File: src/rtl/mdu_sequencer.sv
// Iterative RV32M multiply/divide unit. A five-state controller sequences a
// one-bit-per-cycle shift-add multiplier and a restoring divider. Both
// algorithms share one double-width working register: for multiply it holds
// {partial product, multiplier}; for divide it holds {remainder, dividend/quotient}.
module mdu_sequencer #(
    parameter int XLEN = 32
) (
    input  logic            clk,
    input  logic            rst_n,
    input  logic            start,
    input  logic [2:0]      op,
    input  logic [XLEN-1:0] rs1,
    input  logic [XLEN-1:0] rs2,
    output logic            busy,
    output logic            done,
    output logic [XLEN-1:0] result
);

    localparam int CNT_W = $clog2(XLEN);
    localparam logic [CNT_W-1:0] CNT_LAST = CNT_W'(XLEN - 1);

    typedef enum logic [2:0] {
        S_IDLE = 3'd0,
        S_PREP = 3'd1,
        S_CALC = 3'd2,
        S_FIX  = 3'd3,
        S_DONE = 3'd4
    } state_t;

    state_t state, state_next;

    logic [2:0]        op_lat;
    logic [XLEN-1:0]   a_lat, b_lat;
    logic [2*XLEN-1:0] work;       // shared product / remainder:quotient register
    logic [XLEN-1:0]   opnd;       // multiplicand or divisor magnitude
    logic [CNT_W-1:0]  cnt;
    logic              neg_main;   // product / quotient must be negated
    logic              neg_rem;    // remainder must be negated
    logic              divzero, ovf;

    // operand decode on the latched request
    logic is_mul, a_signed, b_signed, a_neg, b_neg;
    logic [XLEN-1:0] mag_a, mag_b;

    always_comb begin
        is_mul   = ~op_lat[2];
        a_signed = is_mul ? (op_lat[1:0] != 2'b11) : ~op_lat[0];
        b_signed = is_mul ? ~op_lat[1] : ~op_lat[0];
        a_neg    = a_signed & a_lat[XLEN-1];
        b_neg    = b_signed & b_lat[XLEN-1];
        mag_a    = a_neg ? (~a_lat + 1'b1) : a_lat;
        mag_b    = b_neg ? (~b_lat + 1'b1) : b_lat;
    end

    // one iteration of each algorithm, computed from the working register
    logic [XLEN:0]     mul_sum, div_shift, div_diff;
    logic [2*XLEN-1:0] mul_step, div_step;

    always_comb begin
        mul_sum   = {1'b0, work[2*XLEN-1:XLEN]} + {1'b0, (work[0] ? opnd : '0)};
        mul_step  = {mul_sum, work[XLEN-1:1]};
        div_shift = {work[2*XLEN-1:XLEN], work[XLEN-1]};
        div_diff  = div_shift - {1'b0, opnd};
        if (!div_diff[XLEN])
            div_step = {div_diff[XLEN-1:0], work[XLEN-2:0], 1'b1};
        else
            div_step = {div_shift[XLEN-1:0], work[XLEN-2:0], 1'b0};
    end

    // final sign correction and divide-corner overrides
    logic [2*XLEN-1:0] prod_fix;
    logic [XLEN-1:0]   quo_fix, rem_fix, fix_value;

    always_comb begin
        prod_fix = neg_main ? (~work + 1'b1) : work;
        quo_fix  = neg_main ? (~work[XLEN-1:0] + 1'b1) : work[XLEN-1:0];
        rem_fix  = neg_rem ? (~work[2*XLEN-1:XLEN] + 1'b1) : work[2*XLEN-1:XLEN];
        fix_value = '0;
        case (op_lat)
            3'b000:                 fix_value = prod_fix[XLEN-1:0];
            3'b001, 3'b010, 3'b011: fix_value = prod_fix[2*XLEN-1:XLEN];
            3'b100, 3'b101:         fix_value = divzero ? '1 : (ovf ? a_lat : quo_fix);
            default:                fix_value = divzero ? a_lat : (ovf ? '0 : rem_fix);
        endcase
    end

    // state register
    always_ff @(posedge clk or negedge rst_n) begin
        if (!rst_n) state <= S_IDLE;
        else        state <= state_next;
    end

    // next-state logic; the sequence length never depends on the operands
    always_comb begin
        state_next = state;
        case (state)
            S_IDLE:  if (start) state_next = S_PREP;
            S_PREP:  state_next = S_CALC;
            S_CALC:  if (cnt == CNT_LAST) state_next = S_FIX;
            S_FIX:   state_next = S_DONE;
            S_DONE:  state_next = S_IDLE;
            default: state_next = S_IDLE;
        endcase
    end

    // busy/done registered from the next state so they carry no input path
    always_ff @(posedge clk or negedge rst_n) begin
        if (!rst_n) begin
            busy <= 1'b0;
            done <= 1'b0;
        end else begin
            busy <= (state_next != S_IDLE);
            done <= (state_next == S_DONE);
        end
    end

    // datapath: capture request, prepare magnitudes, iterate, load result
    always_ff @(posedge clk or negedge rst_n) begin
        if (!rst_n) begin
            op_lat   <= '0;
            a_lat    <= '0;
            b_lat    <= '0;
            work     <= '0;
            opnd     <= '0;
            cnt      <= '0;
            neg_main <= 1'b0;
            neg_rem  <= 1'b0;
            divzero  <= 1'b0;
            ovf      <= 1'b0;
            result   <= '0;
        end else begin
            case (state)
                S_IDLE: begin
                    if (start) begin
                        op_lat <= op;
                        a_lat  <= rs1;
                        b_lat  <= rs2;
                    end
                end
                S_PREP: begin
                    work     <= {{XLEN{1'b0}}, (is_mul ? mag_b : mag_a)};
                    opnd     <= is_mul ? mag_a : mag_b;
                    neg_main <= a_neg ^ b_neg;
                    neg_rem  <= a_neg;
                    divzero  <= (b_lat == '0);
                    ovf      <= ~is_mul & ~op_lat[0]
                                & (a_lat == {1'b1, {(XLEN-1){1'b0}}})
                                & (b_lat == '1);
                    cnt      <= '0;
                end
                S_CALC: begin
                    work <= is_mul ? mul_step : div_step;
                    cnt  <= cnt + 1'b1;
                end
                S_FIX: begin
                    result <= fix_value;
                end
                default: ;
            endcase
        end
    end

endmodule

File: config.mk
export PLATFORM = sky130hd
export DESIGN_NAME = mdu_sequencer
export DESIGN_NICKNAME = d
export VERILOG_FILES = /design/src/rtl/mdu_sequencer.sv
export SDC_FILE = /design/constraint.sdc
export NUM_CORES = 1
export LEC_CHECK = 0
export CAP_MARGIN = 15
export CELL_PAD_IN_SITES_DETAIL_PLACEMENT = 1
export CELL_PAD_IN_SITES_GLOBAL_PLACEMENT = 1
export CORE_ASPECT_RATIO = 0.7
export CORE_MARGIN = 1.5
export CORE_UTILIZATION = 34
export CTS_CLUSTER_SIZE = 28
export DETAILED_ROUTE_END_ITERATION = 12
export PLACE_DENSITY_LB_ADDON = 0.15
export SYNTH_ARGS = -nofsm -noshare
export SYNTH_HDL_FRONTEND = slang
export SYNTH_SLANG_ARGS = --single-unit
File: constraint.sdc
create_clock -name clk -period 4.1 [get_ports clk]
set_input_delay 0.82 -clock clk [delete_from_list [all_inputs] [get_ports clk]]
set_output_delay 0.82 -clock clk [all_outputs]
set_load 0.01 [all_outputs]
After elaboration in Yosys (flattened, before gate mapping). Cells that the tools add are included.

Output and inout bits: 34. Register bits after elaboration: 209. Bits of input ports: 70. Logic and storage cells: 78.

Add/subtract/negate cells: 8. Reductions and logical operators: 8. Bitwise gates (word level): 13. Eq/ne operators: 13. Mux-type cells: 22.

Operators by type and width (count): $mux W32 (11); $mux W64 (3); $add A32 B1 Y32 const B (4); $not A32 Y32 (4); $pmux W64 S2 (1); $pmux W32 S3 (1); $add A64 B1 Y64 const B (1); $eq A32 B32 Y1 const B (2); $not A64 Y64 (1); $add A32 B32 Y33 (1); $sub A33 B32 Y33 (1); $logic_not A32 Y1 (1); $eq A3 B2 Y1 const B (4); $pmux W3 S4 (1); $pmux W5 S2 (1); $eq A3 B3 Y1 const B (3); $eq A3 B1 Y1 const B (2); $logic_not A3 Y1 (2); $mux W3 (2); $add A5 B1 Y5 const B (1); $and A1 B1 Y1 (5); $eq A5 B5 Y1 const B (1); $reduce_bool A3 Y1 (1); $reduce_or A3 Y1 (1); other kinds (7) (9).

Logic depth before layout (Yosys ltp). Gate-level depths: netlist (run 1).

Word-level depth: 6. Gate-level depth with buffers: 16. Depth with buffers taken out: 14.

Worst setup path before layout (run 1). OpenSTA, ideal clock, no wires.

Path type: reg2reg. Start: register work[32]. End: register work[40]. Path slack: 0.532 ns. Stages on the path, launching flop included: 15. Data required time: 3.979 ns. Arrival: 3.447 ns. Setup time: 0.121 ns. Period minus slack after synthesis: 3.568 ns. Cell sequence: dfrtp_1 clkbuf_1 inv_1 fa_1 nand2b_1 a21oi_1 o21ai_0 o21ai_0 a311o_1 a21oi_1 xnor2_1 clkbuf_1 mux2i_1 nand2_1 a22o_1.

Word-level cells in the longest chain between the ends: 4. Elaborated cells between the ends (all ways): 5.

Ends and longest elaborated chain: start: declaration (line 34) `logic [2*XLEN-1:0] work;`; start signal: assignment (line 141) `work <= {{XLEN{1'b0}}, (is_mul ? mag_b : mag_a)};`; start signal: assignment (line 152) `work <= is_mul ? mul_step : div_step;`; $sub A33 B32 Y33 (line 63) `div_diff = div_shift - {1'b0, opnd};`; $mux W64 (line 64) `if (!div_diff[XLEN])`; $mux W64 * (line 152); $pmux W64 S2 * (line 132) `case (state)`.

Every way passes the cells marked *; elsewhere a longest branch is shown, timed or not. A chain may end at the register's enable or synchronous reset.

Worst setup path in the final report (run 1).
Start: register work[36]. End: register work[50].

The elaborated chain is that of the path after synthesis.

==> results.toml, run 1 <==
[timing]
slew_headroom = 0.353
tightestPinTransition_ps = 971
final_hold_viol_count = 0
final.setup.tns_ps = 0
grt_setup_unrepaired = "no"
clock_skew_ps = 22.4
final-setup-viol-count = 0
slew_violations = 0
fmax_mhz = 256
post-route-period-util = 0.953
min_period_ps = 3910

[clocking]
htreeDepth = 1
ctsHoldBuffers = 0
cts.sinks = 209
numCtsBuffers = 26
postCtsSetupBuffers = 0
cts_tree = "built"
cts_root_buffer = "clkbuf_16"
clk_pin_slew_ps = 80
cts_buffer_depth = 3
clk_latency_ps = 580

[floorplan]
die_h_um = 191
start_util = 0.346
top_level_ports = 104
num_rows = 68
dieArea_um2 = 51800
die_w_um = 271
core_um2 = 49500

[power_and_ir_drop]
leakagePower_nw = 8.17
p_per_area_nw_per_um2 = 1090
p_total_mw = 21.9
ir_drop_mv = 0.459

[logic_synthesis]
synth.top_cell.area_share = 0.305
yosys_warnings = 0
yosys.area.top_type = "dfrtp_1"
synth_area_leaders = "dfrtp_1 (30%), xnor2_1 (6.8%), nand2_1 (6.3%)"
synth_cell_types = 70
synth_area_um2 = 17200
synth-seq-area-share = 0.305
syn_avg_cell_area_um2 = 8.11
synth-edff-count = 0
synth_top_flop_cell = "dfrtp_1"
synthCells = 2116
async_flop_share = 1.00
ys_seq_elements = 209
syn_nets = 2259

[critical_path]
crit_arrival_ps = 4330
cp.required_ps = 4520
startpoint_type = "register"
cp-end-kind = "register"
worstPathCellList = "ha_1 -> a21oi_1 -> nand2_1 -> o21ai_0 -> o21ai_0 -> a311o_1 -> a21oi_1 -> xnor2_2 -> buf_4 -> o21ai_0 -> a211oi_1"
crit_family = "compound AO/OA/AOI/OAI gates"
crit_type = "register to register"
cpMaxStageDelayCell = "dfrtp_1"
timing.rr.start = "work[36]$_DFFE_PN0P_"
crit_fanout = 11
crit_path_start = "work[36]$_DFFE_PN0P_"
cp_common_cell = "o21ai_0"
critPathMaxStageDelay_ps = 690
worst-path-buf-inv = 1

[global_routing]
grt_pass1_wl_um = 119000
grt_max_degree = 101
grtUsageMet1 = 0.469
grt_use_met3 = 0.106
use_met2 = 0.407
grt_usage = 0.311
grt_pass1_vias = 17200
antenna_found_initial = 2
grt_remaining_overflow = 0
top_usage_layer = "met1"

[route]
wl_um = 81500
first_iter_violations = 1831
drcViolationCount = 0
dr.pass1.iters = 5
wire_per_inst_um = 28.4
viasPerCell = 6.18
vias = 17700
ant_nets = 0

[final_layout]
fin_cells = 2866
area_growth_pct = 17.1
fin_nets = 2322
drive_gt1_frac = 0.106
finalCoreUtilization = 0.405

[placed_design]
io_buffers = 103
dp_cells = 2816
gp_congestion = 0.979
dp_hpwl_um = 63400

[status]
status = "complete, no violations"

[flow_run]
drv_cap = 0

[hold_path]
min_path_type = "primary input to asynchronous set/reset pin"
-- where the power goes --
| group | switching, mW | internal, mW | total, mW |
|---|---|---|---|
| combinational | 9.45 | 5.26 | 14.7 |
| sequential | 1.61 | 3.02 | 4.63 |
| clock | 1.08 | 1.49 | 2.57 |
-- stage by stage --
step / cell area (um^2) / hold WS, ps / setup WS [ps]
after floorplan: 17200 / 449 / 532
after global placement: 19100 / 469 / 452
after detailed placement: 19100 / 478 / 235
after CTS: 20100 / 358 / 195
after global routing: 20100 / 373 / 88.3
final: 20100 / 316 / 192
-- synth_stat cells (all sizes together), types with 16 or more instances --
cell      n
nand3    18
inv      66
nand2   287
a221oi   37
clkbuf  140
a21o     27
dfrtp   209
nor3     31
o211ai   22
o31ai    42
or4      18
o221ai   41
a31oi    18
nand4    23
a21oi   165
buf      16
o21ai   215
or3      28
mux2i    56
mux2     63
a211oi   19
nor2    134
ha       71
xor2     68
xnor2   133
-- logic make-up (layout without fill, tap and decap cells) --
logic type,Yosys count,after routing,synth area share
other cells,0,2,0
compound gates,670,670,0.247
buf+inv,222,305,0.0496
simple gates,622,622,0.168
xor+xnor,201,201,0.103
flops,209,209,0.305
fa+ha+maj,73,73,0.0541
mux,119,119,0.0740
-- per-layer routing --
metal | up-vias | share of wire
met5 | - | 0.00016
met4 | 2 | 0.030
met3 | 106 | 0.11
met2 | 770 | 0.38
met1 | 9025 | 0.48
li1 | 7802 | -
-- cells in the final DEF (no fill, tap or decap), types with 6 or more instances in the layout --
cell and instances:
a211oi_1 18, a21o_1 27, a21oi_1 165, a221oi_1 36, a22oi_1 13, a31oi_1 18, and2_1 13, and3_1 11
buf_4 86, clkbuf_16 26, clkdlybuf4s50_1 102, dfrtp_1 207, ha_1 71, inv_1 65, mux2_2 63, mux2i_1 56
nand2_1 286, nand2b_1 14, nand3_1 18, nand4_1 23, nor2_1 131, nor2b_1 6, nor3_1 31, nor4_1 11
o211ai_1 22, o21a_1 11, o21ai_0 208, o21bai_1 6, o221ai_1 41, o31ai_1 42, o41ai_1 15, or3_1 25
or4_1 13, xnor2_1 132, xor2_1 68
-- path summary, 6_finish.rpt --
check / to / slack (ps) / cells past startpoint
worst max-delay path: work[50]$_DFFE_PN0P_ / 190 / 11
worst min-delay path: work[54]$_DFFE_PN0P_ / 320 / 1
worst max register to register: work[50]$_DFFE_PN0P_ / 190 / 11
worst min register to register: opnd[2]$_DFFE_PN0P_ / 490 / 2
max in group asynchronous: a_lat[22]$_DFFE_PN0P_ / 2800 / 2
min in group clk: opnd[2]$_DFFE_PN0P_ / 490 / 2
-- final cells by class --
type | count | area [um^2]
inverters | 66 | 248
repair buffers | 191 | 1720
fillers | 5889 | 29400
multi-input cells | 1685 | 11100
flip-flops and latches | 209 | 5240
clock buffers | 32 | 703
clock inverters | 16 | 219
well taps | 665 | 832
diodes | 2 | 5.00
-- what timing repair did --
action,CTS,global route
resized for setup,0,2
endpoints found under the hold margin,0,0
endpoints found under the setup margin,0,3
-- state kept, by name, summed over array words and instances, names as in the netlist --
signal    cells
a_lat        32
b_lat        32
busy          1
cnt           5
divzero       1
done          1
neg_main      1
neg_rem       1
op_lat        3
opnd         32
ovf           1
result       32
state         3
work         64
Power figures use the tool's default switching activity.
==> run 2: changes to the inputs <==
- MAX_ROUTING_LAYER: unset -> met4
- REMOVE_ABC_BUFFERS: unset -> 1
- clock period: 4.1 -> 3.2 ns (I/O delays scaled with it)
==> results.toml, run 2 (synthesized netlist as in run 1, its figures left out) <==
[global_routing]
grt_pass1_wl_um = 116000
grt_remaining_overflow = 0
grt_pass1_vias = 18400
antenna_found_initial = 1
grt_usage = 0.301
grt_max_degree = 79

[floorplan]
num_rows = 68
top_level_ports = 104
dieArea_um2 = 51800
die_w_um = 271
start_util = 0.346
die_h_um = 191
core_um2 = 49500

[timing]
min_period_ps = 3430
tightestPinTransition_ps = 1080
clock_skew_ps = 28.1
final-setup-viol-count = 13
post-route-period-util = 1.07
fmax_mhz = 291
slew_headroom = 0.281
grt_setup_unrepaired = "yes"
fin_ws_ps = -232
final_hold_viol_count = 0
final.setup.tns_ps = -1340
slew_violations = 0

[clocking]
cts_tree = "built"
numCtsBuffers = 26
cts_buffer_depth = 3
htreeDepth = 1
ctsHoldBuffers = 0
clk_latency_ps = 570
cts_root_buffer = "clkbuf_16"
clk_pin_slew_ps = 70
cts.sinks = 209

[final_layout]
largest_reg_flops = 64
mostFrequentLayoutCell = "buf_4"
drive_gt1_frac = 0.277
regMostFlops = "work"
final_area_um2 = 23400
fin_nets = 2598
final_cell_mix = "buf_4 (346), nand2_1 (273), dfrtp_1 (204)"
area_growth_pct = 36.3
fin_cells = 3140

[critical_path]
crit_fanout = 8
reg2reg_depth = 17
crit_type = "register to register"
crit_arrival_ps = 3860
timing.rr.start = "work[0]$_DFFE_PN0P_"
cp.required_ps = 3630
r2r_end = "work[61]$_DFFE_PN0P_"
crit_path_start = "work[0]$_DFFE_PN0P_"
cp-end-kind = "register"
startpoint_type = "register"
r2r_slack_ps = -230

[flow_run]
drv_cap = 0

[placed_design]
postPlaceCellArea_um2 = 21000
dp_cells = 3055
gp_congestion = 0.963
dp_hpwl_um = 57300
io_buffers = 103

[route]
viasPerCell = 5.78
wl_um = 77000
dr.pass1.iters = 5
vias = 18200
drcViolationCount = 0
first_iter_violations = 1430
wire_per_inst_um = 24.5
ant_nets = 0

[power_and_ir_drop]
p_total_mw = 30.6
leakagePower_nw = 9.87
p_per_area_nw_per_um2 = 1310
ir_drop_mv = 0.855

[status]
violations = "negative setup slack"
status = "complete, but fails checks"

[hold_path]
min_path_type = "primary input to asynchronous set/reset pin"
==> run 2: cell types whose count changed in the layout (fill, tap and decap cells not counted), moves of 15 or more <==
cell,before,now
buf_4,86,346
o21ai_0,208,162
o21ai_1,5,30
a21oi_1,165,143
a21oi_2,0,19
o21ai_2,2,18
ha_1,71,56
==> run 2: report_power, final <==
part / internal (mW) / switching, mW / total [mW]
Clock: 1.70 / 1.31 / 3.01
Combinational: 9.65 / 12.4 / 22.0
Sequential: 3.88 / 1.65 / 5.53
==> run 2: repair_timing <==
item                                    4_1_cts  5_1_grt
endpoints found under the setup margin       62       79
cloned                                        1        1
pin swaps                                    31       78
gates resized for setup                     119      170
buffers inserted                             17       19
==> run 2: area by class of cell <==
cell class / count / area, um^2
antenna: 1 / 2.50
clock buffer: 40 / 795
clock inverter: 7 / 40.0
fill: 5863 / 26100
inverter: 66 / 253
multi-input combinational: 1685 / 12300
sequential: 209 / 5240
tap: 665 / 832
timing repair buffer: 467 / 3940
==> run 2: metrics by stage <==
| step | util | setup slack, ps | hold slack [ps] |
|---|---|---|---|
| 5_1_grt | 0.472 | -331 | 74.1 |
| 3_5_place_dp | 0.424 | -594 | 475 |
| 2_1_floorplan | - | -5550 | 344 |
| 6_report | 0.472 | -232 | 27.2 |
| 3_3_place_gp | 0.424 | -521 | 467 |
| 4_1_cts | 0.454 | -148 | 49.2 |
==> run 2: worst max path at each step <==
stage	to	slack (ps)	cells past startpoint
2_1_floorplan	a_lat[11]$_DFFE_PN0P_	-5550	2
3_3_place_gp	work[62]$_DFFE_PN0P_	-520	15
3_5_place_dp	work[50]$_DFFE_PN0P_	-590	15
4_1_cts	work[50]$_DFFE_PN0P_	-150	16
5_1_grt	work[50]$_DFFE_PN0P_	-330	16
6_report	work[61]$_DFFE_PN0P_	-230	17
==> run 2: layer usage <==
| metal | global-route usage | wire length, um | vias to the layer above |
|---|---|---|---|
| met5 | - | 0 | - |
| met4 | 0.0665 | 1770 | 0 |
| met3 | 0.0492 | 5050 | 78 |
| met2 | 0.442 | 33000 | 542 |
| met1 | 0.430 | 37100 | 9184 |
| li1 | - | - | 8354 |
==> run 2: critical path: stages (launching register included) <==
cell and delay [ps]:
dfrtp_2 480, inv_6 130, buf_8 150, buf_8 140, buf_6 140, nor2_1 60, ha_1 290, and3_2 260
buf_4 160, nand4_1 100, nand3_2 100, a41oi_2 230, o31ai_4 120, buf_6 150, a31o_4 260, a31oi_4 150
mux2i_1 260, o211ai_1 120
